File: src/rtl/dmi_host_arbiter.sv
// rtl/dmi_host_arbiter.sv - round-robin arbiter sharing one DMI-to-TL-UL host path
//
// Purpose: lets up to NumReq DMI-style requesters share a single
// tlul_adapter_host req/gnt/valid port. Only one transaction is ever in
// flight; its response is returned to the requester that issued it.
//
// Ports:
//   clk_i, rst_i           clock, synchronous active-high reset
//   req_valid_i/ready_o    per-requester request handshake (ready is one-hot or 0)
//   req_addr_i/we_i/wdata_i packed per-requester request payload
//   rsp_valid_o/ready_i    per-requester response handshake (valid is one-hot or 0)
//   rsp_data_o/err_o       shared response payload, qualified by rsp_valid_o
//   host_req_o/gnt_i       request side of the host adapter
//   host_addr_o/we_o/wdata_o request payload (byte address)
//   host_valid_i/rdata_i/err_i response side of the host adapter
//   busy_o, grant_idx_o    status: transaction in progress and its owner
module dmi_host_arbiter #(
  parameter int NumReq    = 2,
  parameter int AddrWidth = 7,
  parameter int TlAw      = 32,
  parameter int IdxW      = $clog2(NumReq)
) (
  input  logic                        clk_i,
  input  logic                        rst_i,
  input  logic [NumReq-1:0]           req_valid_i,
  output logic [NumReq-1:0]           req_ready_o,
  input  logic [NumReq*AddrWidth-1:0] req_addr_i,
  input  logic [NumReq-1:0]           req_we_i,
  input  logic [NumReq*32-1:0]        req_wdata_i,
  output logic [NumReq-1:0]           rsp_valid_o,
  input  logic [NumReq-1:0]           rsp_ready_i,
  output logic [31:0]                 rsp_data_o,
  output logic                        rsp_err_o,
  output logic                        host_req_o,
  input  logic                        host_gnt_i,
  output logic [TlAw-1:0]             host_addr_o,
  output logic                        host_we_o,
  output logic [31:0]                 host_wdata_o,
  input  logic                        host_valid_i,
  input  logic [31:0]                 host_rdata_i,
  input  logic                        host_err_i,
  output logic                        busy_o,
  output logic [IdxW-1:0]             grant_idx_o
);

  typedef enum logic [1:0] {
    StIdle  = 2'd0,
    StIssue = 2'd1,
    StWait  = 2'd2,
    StResp  = 2'd3
  } state_e;

  state_e               state_q, state_d;
  logic [IdxW-1:0]      last_q, last_d;
  logic [IdxW-1:0]      owner_q, owner_d;
  logic [AddrWidth-1:0] addr_q, addr_d;
  logic                 we_q, we_d;
  logic [31:0]          wdata_q, wdata_d;
  logic [31:0]          rdata_q, rdata_d;
  logic                 err_q, err_d;

  // Round-robin pick: scan from last+1 and wrap, first valid requester wins.
  logic                 win_valid;
  logic [IdxW-1:0]      win_idx;
  logic [IdxW-1:0]      cand;

  always_comb begin
    win_valid = 1'b0;
    win_idx   = '0;
    cand      = '0;
    for (int k = 1; k <= NumReq; k++) begin
      cand = IdxW'((int'(last_q) + k) % NumReq);
      if (!win_valid && req_valid_i[cand]) begin
        win_valid = 1'b1;
        win_idx   = cand;
      end
    end
  end

  // Winner payload mux and owner's response-ready select.
  logic [AddrWidth-1:0] sel_addr;
  logic                 sel_we;
  logic [31:0]          sel_wdata;
  logic                 owner_rsp_ready;

  always_comb begin
    sel_addr        = '0;
    sel_we          = 1'b0;
    sel_wdata       = '0;
    owner_rsp_ready = 1'b0;
    for (int i = 0; i < NumReq; i++) begin
      if (win_idx == IdxW'(i)) begin
        sel_addr  = req_addr_i[i*AddrWidth +: AddrWidth];
        sel_we    = req_we_i[i];
        sel_wdata = req_wdata_i[i*32 +: 32];
      end
      if (owner_q == IdxW'(i)) begin
        owner_rsp_ready = rsp_ready_i[i];
      end
    end
  end

  always_comb begin
    state_d     = state_q;
    last_d      = last_q;
    owner_d     = owner_q;
    addr_d      = addr_q;
    we_d        = we_q;
    wdata_d     = wdata_q;
    rdata_d     = rdata_q;
    err_d       = err_q;
    req_ready_o = '0;
    rsp_valid_o = '0;
    host_req_o  = 1'b0;

    unique case (state_q)
      StIdle: begin
        // A strobe raised during reset would be lost, so it is suppressed.
        if (win_valid && !rst_i) begin
          for (int i = 0; i < NumReq; i++) begin
            req_ready_o[i] = (win_idx == IdxW'(i));
          end
          addr_d  = sel_addr;
          we_d    = sel_we;
          wdata_d = sel_wdata;
          owner_d = win_idx;
          last_d  = win_idx;
          state_d = StIssue;
        end
      end
      StIssue: begin
        host_req_o = 1'b1;
        if (host_gnt_i) begin
          state_d = StWait;
        end
      end
      StWait: begin
        if (host_valid_i) begin
          rdata_d = host_rdata_i;
          err_d   = host_err_i;
          state_d = StResp;
        end
      end
      StResp: begin
        for (int i = 0; i < NumReq; i++) begin
          rsp_valid_o[i] = (owner_q == IdxW'(i));
        end
        if (owner_rsp_ready) begin
          state_d = StIdle;
        end
      end
      default: state_d = StIdle;
    endcase
  end

  always_ff @(posedge clk_i) begin
    if (rst_i) begin
      state_q <= StIdle;
      last_q  <= IdxW'(NumReq - 1);
      owner_q <= '0;
      addr_q  <= '0;
      we_q    <= 1'b0;
      wdata_q <= '0;
      rdata_q <= '0;
      err_q   <= 1'b0;
    end else begin
      state_q <= state_d;
      last_q  <= last_d;
      owner_q <= owner_d;
      addr_q  <= addr_d;
      we_q    <= we_d;
      wdata_q <= wdata_d;
      rdata_q <= rdata_d;
      err_q   <= err_d;
    end
  end

  assign host_addr_o  = TlAw'({addr_q, 2'b00});
  assign host_we_o    = we_q;
  assign host_wdata_o = wdata_q;
  assign rsp_data_o   = rdata_q;
  assign rsp_err_o    = err_q;
  assign busy_o       = (state_q != StIdle);
  assign grant_idx_o  = owner_q;

endmodule

File: config.mk
export PLATFORM = sky130hd
export DESIGN_NAME = dmi_host_arbiter
export DESIGN_NICKNAME = d
export VERILOG_FILES = /design/src/rtl/dmi_host_arbiter.sv
export SDC_FILE = /design/constraint.sdc
export NUM_CORES = 1
export LEC_CHECK = 0
export CORE_MARGIN = 4
export CORE_UTILIZATION = 40
export CTS_BUF_LIST = sky130_fd_sc_hd__clkbuf_4
export CTS_CLUSTER_SIZE = 10
export DETAILED_ROUTE_END_ITERATION = 8
export PLACE_DENSITY = 0.85
export SETUP_SLACK_MARGIN = 0.1
export SLEW_MARGIN = 20
export SYNTH_ARGS = -nofsm -noshare
export SYNTH_HDL_FRONTEND = slang
export SYNTH_SLANG_ARGS = --single-unit
File: constraint.sdc
create_clock -name clk_i -period 3.6 [get_ports clk_i]
set_input_delay 1.08 -clock clk_i [delete_from_list [all_inputs] [get_ports clk_i]]
set_output_delay 1.08 -clock clk_i [all_outputs]
set_load 0.02 [all_outputs]
==> impl_results.md <==
* Worst Hold Endpoint: rsp_data_o[5]
* CP top delay family: buffers and inverters
* First-pass GRT wire length at 15000 um
* EDFF count, synth at 0
* Arr. time, crit path at 2.34 ns
* Async SR Flop Fraction at 0%
* Final WL at 9560 um
* Die W at 99.7 um
* Worst vdd ir at 0.250 mV
* Crit start category: input port
* Drc violations at 0
* Simple-gate share of the synthesized area at 13.8%
* Starting Density at 41.1%
* Maximum clock insertion buffer count at 2
* Max stage delay on crit path at 0.49 ns
* Largest area contributor in the netlist: dfxtp_1
* M2 GR Usage at 34.3%
* Adder-Cell Fraction of Synth Area at 1.86%
* CP max FO at 2
* Slowest CP cell: clkdlybuf4s50_1
* Chip Height at 99.7 um
* Buf/Inv on CP at 4
* Area of the die at 9930 um^2
* Register bit total from synthesis at 77
* Max_slew headroom at 32.8%
* TritonCTS buffer count at 9
* Pre-CTS setup slack at -0.157 ns
* FF-to-FF path depth at 7
* Vias in the first global route at 3179
* Post-layout nets at 700
* Crit-path cells: clkdlybuf4s50_1 -> o21bai_1 -> buf_4 -> nor2_4 -> nand2_1 -> inv_1 -> dlygate4sd2_1
* Origin of the critical flop-to-flop path: state_q[1]
* Detailed placement HPWL at 7540 um
* Max Clk Rate at 292 MHz
* Crit path kind: input port to output pin
* Post-synthesis mux area share at 12.2%
* Largest net degree at the start of global routing at 81
* Final setup violation count at 0
* Period utilization at 95.1%
* Clk Tree Root Cell: clkbuf_4
* H-tree levels at 3
* TritonCTS clock tree: built
* TritonRoute pass-1 iters at 4
* Grt met1 use at 18.6%
* GRT Residual Overflow at 0
* Fin. max-slew vios at 0
* Top-count cell post-synth: dfxtp_1
* Worst reg-to-reg setup slack at 1.63 ns
* Final Worst Setup Slack at 0.176 ns
* M3 GR Usage at 8.35%
* WL/cell at 14.0 um
* Final setup TNS at 0 ns
* Post-synth cell types at 23
* Synthesized cell area at 3360 um^2
* Hold path startpoint: rsp_data_o[5]
* Post-synthesis compound-gate area fraction at 15.8%
* Area added between synthesis and finish at 64.1%
* Hold path cells at 2
* N_diodes at 0
* Synth top area share at 45.9%
* Core Util, Final at 67.5%
* Most frequent cells after synthesis: dfxtp_1 (77), nand2_1 (71), nor2_1 (42), a211oi_1 (41), mux2i_1 (41)
* Initial antenna violation count at 0
* Vias per cell at 4.73
* R2R Path End: host_wdata_o[5]
* Placer's final routability congestion estimate at 0.819
* PortBufs at 200
* YS warnings at 0
* Pleak at 2.07 nW
* Worst Tran Pin Value at 1.01 ns
* Pwr/cell area at 554 nW/um^2
* Main combinational cell family by area after synthesis: compound AO/OA/AOI/OAI gates
* Top_reg_cell synth: dfxtp_1
* Clock Skew at 0.00891 ns
* Synth Area per Inst at 8.73 um^2
* Vias at 3237
* Total power at 3.06 mW
* TritonCTS Sinks at 77
* Layout cells sized above 1 at 5.35%
* Post-synthesis sequential area ratio at 45.9%
* Final hold vios at 0
* Max cap viols at 0
* Critical Path RT at 2.52 ns
* Busiest grt layer: met2
* RSZ-0062 raised after global routing: false
* Antenna-violating nets left at 0
* Total GRT Usage at 18.8%
* Worst min-delay path category: register to register
* Core Footprint at 8180 um^2
* Postcts setup bufs at 0
* I/O pins at 226
* Ranking of synthesized cells by area: dfxtp_1 (46%), mux2i_1 (12%), a211oi_1 (9.2%)
* Run status: finished clean
* Later-pin clock latency in the skew report at 0.41 ns
* Synth Area in XOR/XNOR at 0%
* CTS clk-pin slew, worst paths at 0.13 ns
* FP Rows at 33
* Post-route minimum period at 3.42 ns
* Critical Path End Type: output pin
* Detailed Route Iter0 Violations at 66
* Synth Instances at 385
-- routing by layer --
metal	wire, um	up-vias
li1	-	1636
met1	3430	1436
met2	4880	150
met3	1060	15
met4	189	0
met5	0	-
-- report_power, final --
part           switching, mW  internal (mW)  total, mW
registers             0.0918           1.02       1.11
clock network          0.301          0.355      0.656
logic                  0.686          0.601       1.29
-- sequential cells by signal (all words and copies together) (netlist names) --
register	count
host_wdata_o	32
rsp_data_o	32
addr_q	7
state_q	2
grant_idx_o	1
host_we_o	1
last_q	1
rsp_err_o	1
-- logic make-up (layout without fill, tap and decap cells) --
group                      Yosys count  after routing
AOI/OAI and AO/OA                   82             82
other                                1             25
DFF                                 77             77
buffers and inverters               61            231
adders and majority gates            5              5
muxes                               41             41
and+or+nand+nor                    118            118
-- placed cells by master, fill, tap and decap left out, drive strengths merged --
| master | instances |
|---|---|
| and2b | 1 |
| a311oi | 1 |
| o21bai | 1 |
| nor2 | 43 |
| a21oi | 36 |
| clkinvlp | 1 |
| nand2 | 71 |
| clkdlybuf4s50 | 197 |
| clkbuf | 10 |
| or2 | 1 |
| conb | 25 |
| dfxtp | 77 |
| dlygate4sd2 | 1 |
| ha | 5 |
| and2 | 2 |
| mux2i | 41 |
| buf | 9 |
| a211oi | 41 |
| bufinv | 3 |
| clkinv | 3 |
| a41o | 1 |
| inv | 7 |
| a21boi | 1 |
| a222oi | 1 |
-- cell type report --
cell class | instances | area (um^2)
Clock buffer | 9 | 67.6
Clock inverter | 7 | 124
Fill cell | 661 | 2660
Inverter | 7 | 26.3
Multi-Input combinational cell | 271 | 1570
Sequential cell | 77 | 1540
Tap cell | 105 | 131
Timing Repair Buffer | 208 | 2050
-- worst max path at each step --
stage | start | endpoint | slack, ns | cells after the start
global route | req_valid_i[1] | req_ready_o[1] | 0.11 | 7
finish | req_valid_i[1] | req_ready_o[1] | 0.18 | 7
global placement | req_valid_i[1] | req_ready_o[0] | -0.11 | 5
detailed placement | req_valid_i[1] | req_ready_o[0] | -0.16 | 5
CTS | req_valid_i[1] | req_ready_o[0] | 0.12 | 5
floorplan | rst_i | req_ready_o[0] | 0.49 | 4
-- repair_timing --
action,CTS,global route
hold buffers,0,0
pin swaps,0,0
gates cloned,0,0
setup endpoints to repair,2,1
resized for setup,2,2
-- per-stage QoR --
step                hold slack [ns]  instances  instance area, um^2
finish                        0.463        684                 5520
global route                  0.488        684                 5520
global placement              0.442        668                 5330
detailed placement            0.447        668                 5330
CTS                           0.466        684                 5520
floorplan                     0.437        409                 3450
-- worst register-to-register path, delay by kind of cell (launching register included) --
kind                     cells  cell delay [ns]
flip-flops                   1             0.35
adder cells (fa/ha/maj)      1             0.20
AO/OA/AOI/OAI                1             0.26
buffers and inverters        3             0.80
AND/OR/NAND/NOR              2             0.26
Power figures use the tool's default switching activity.
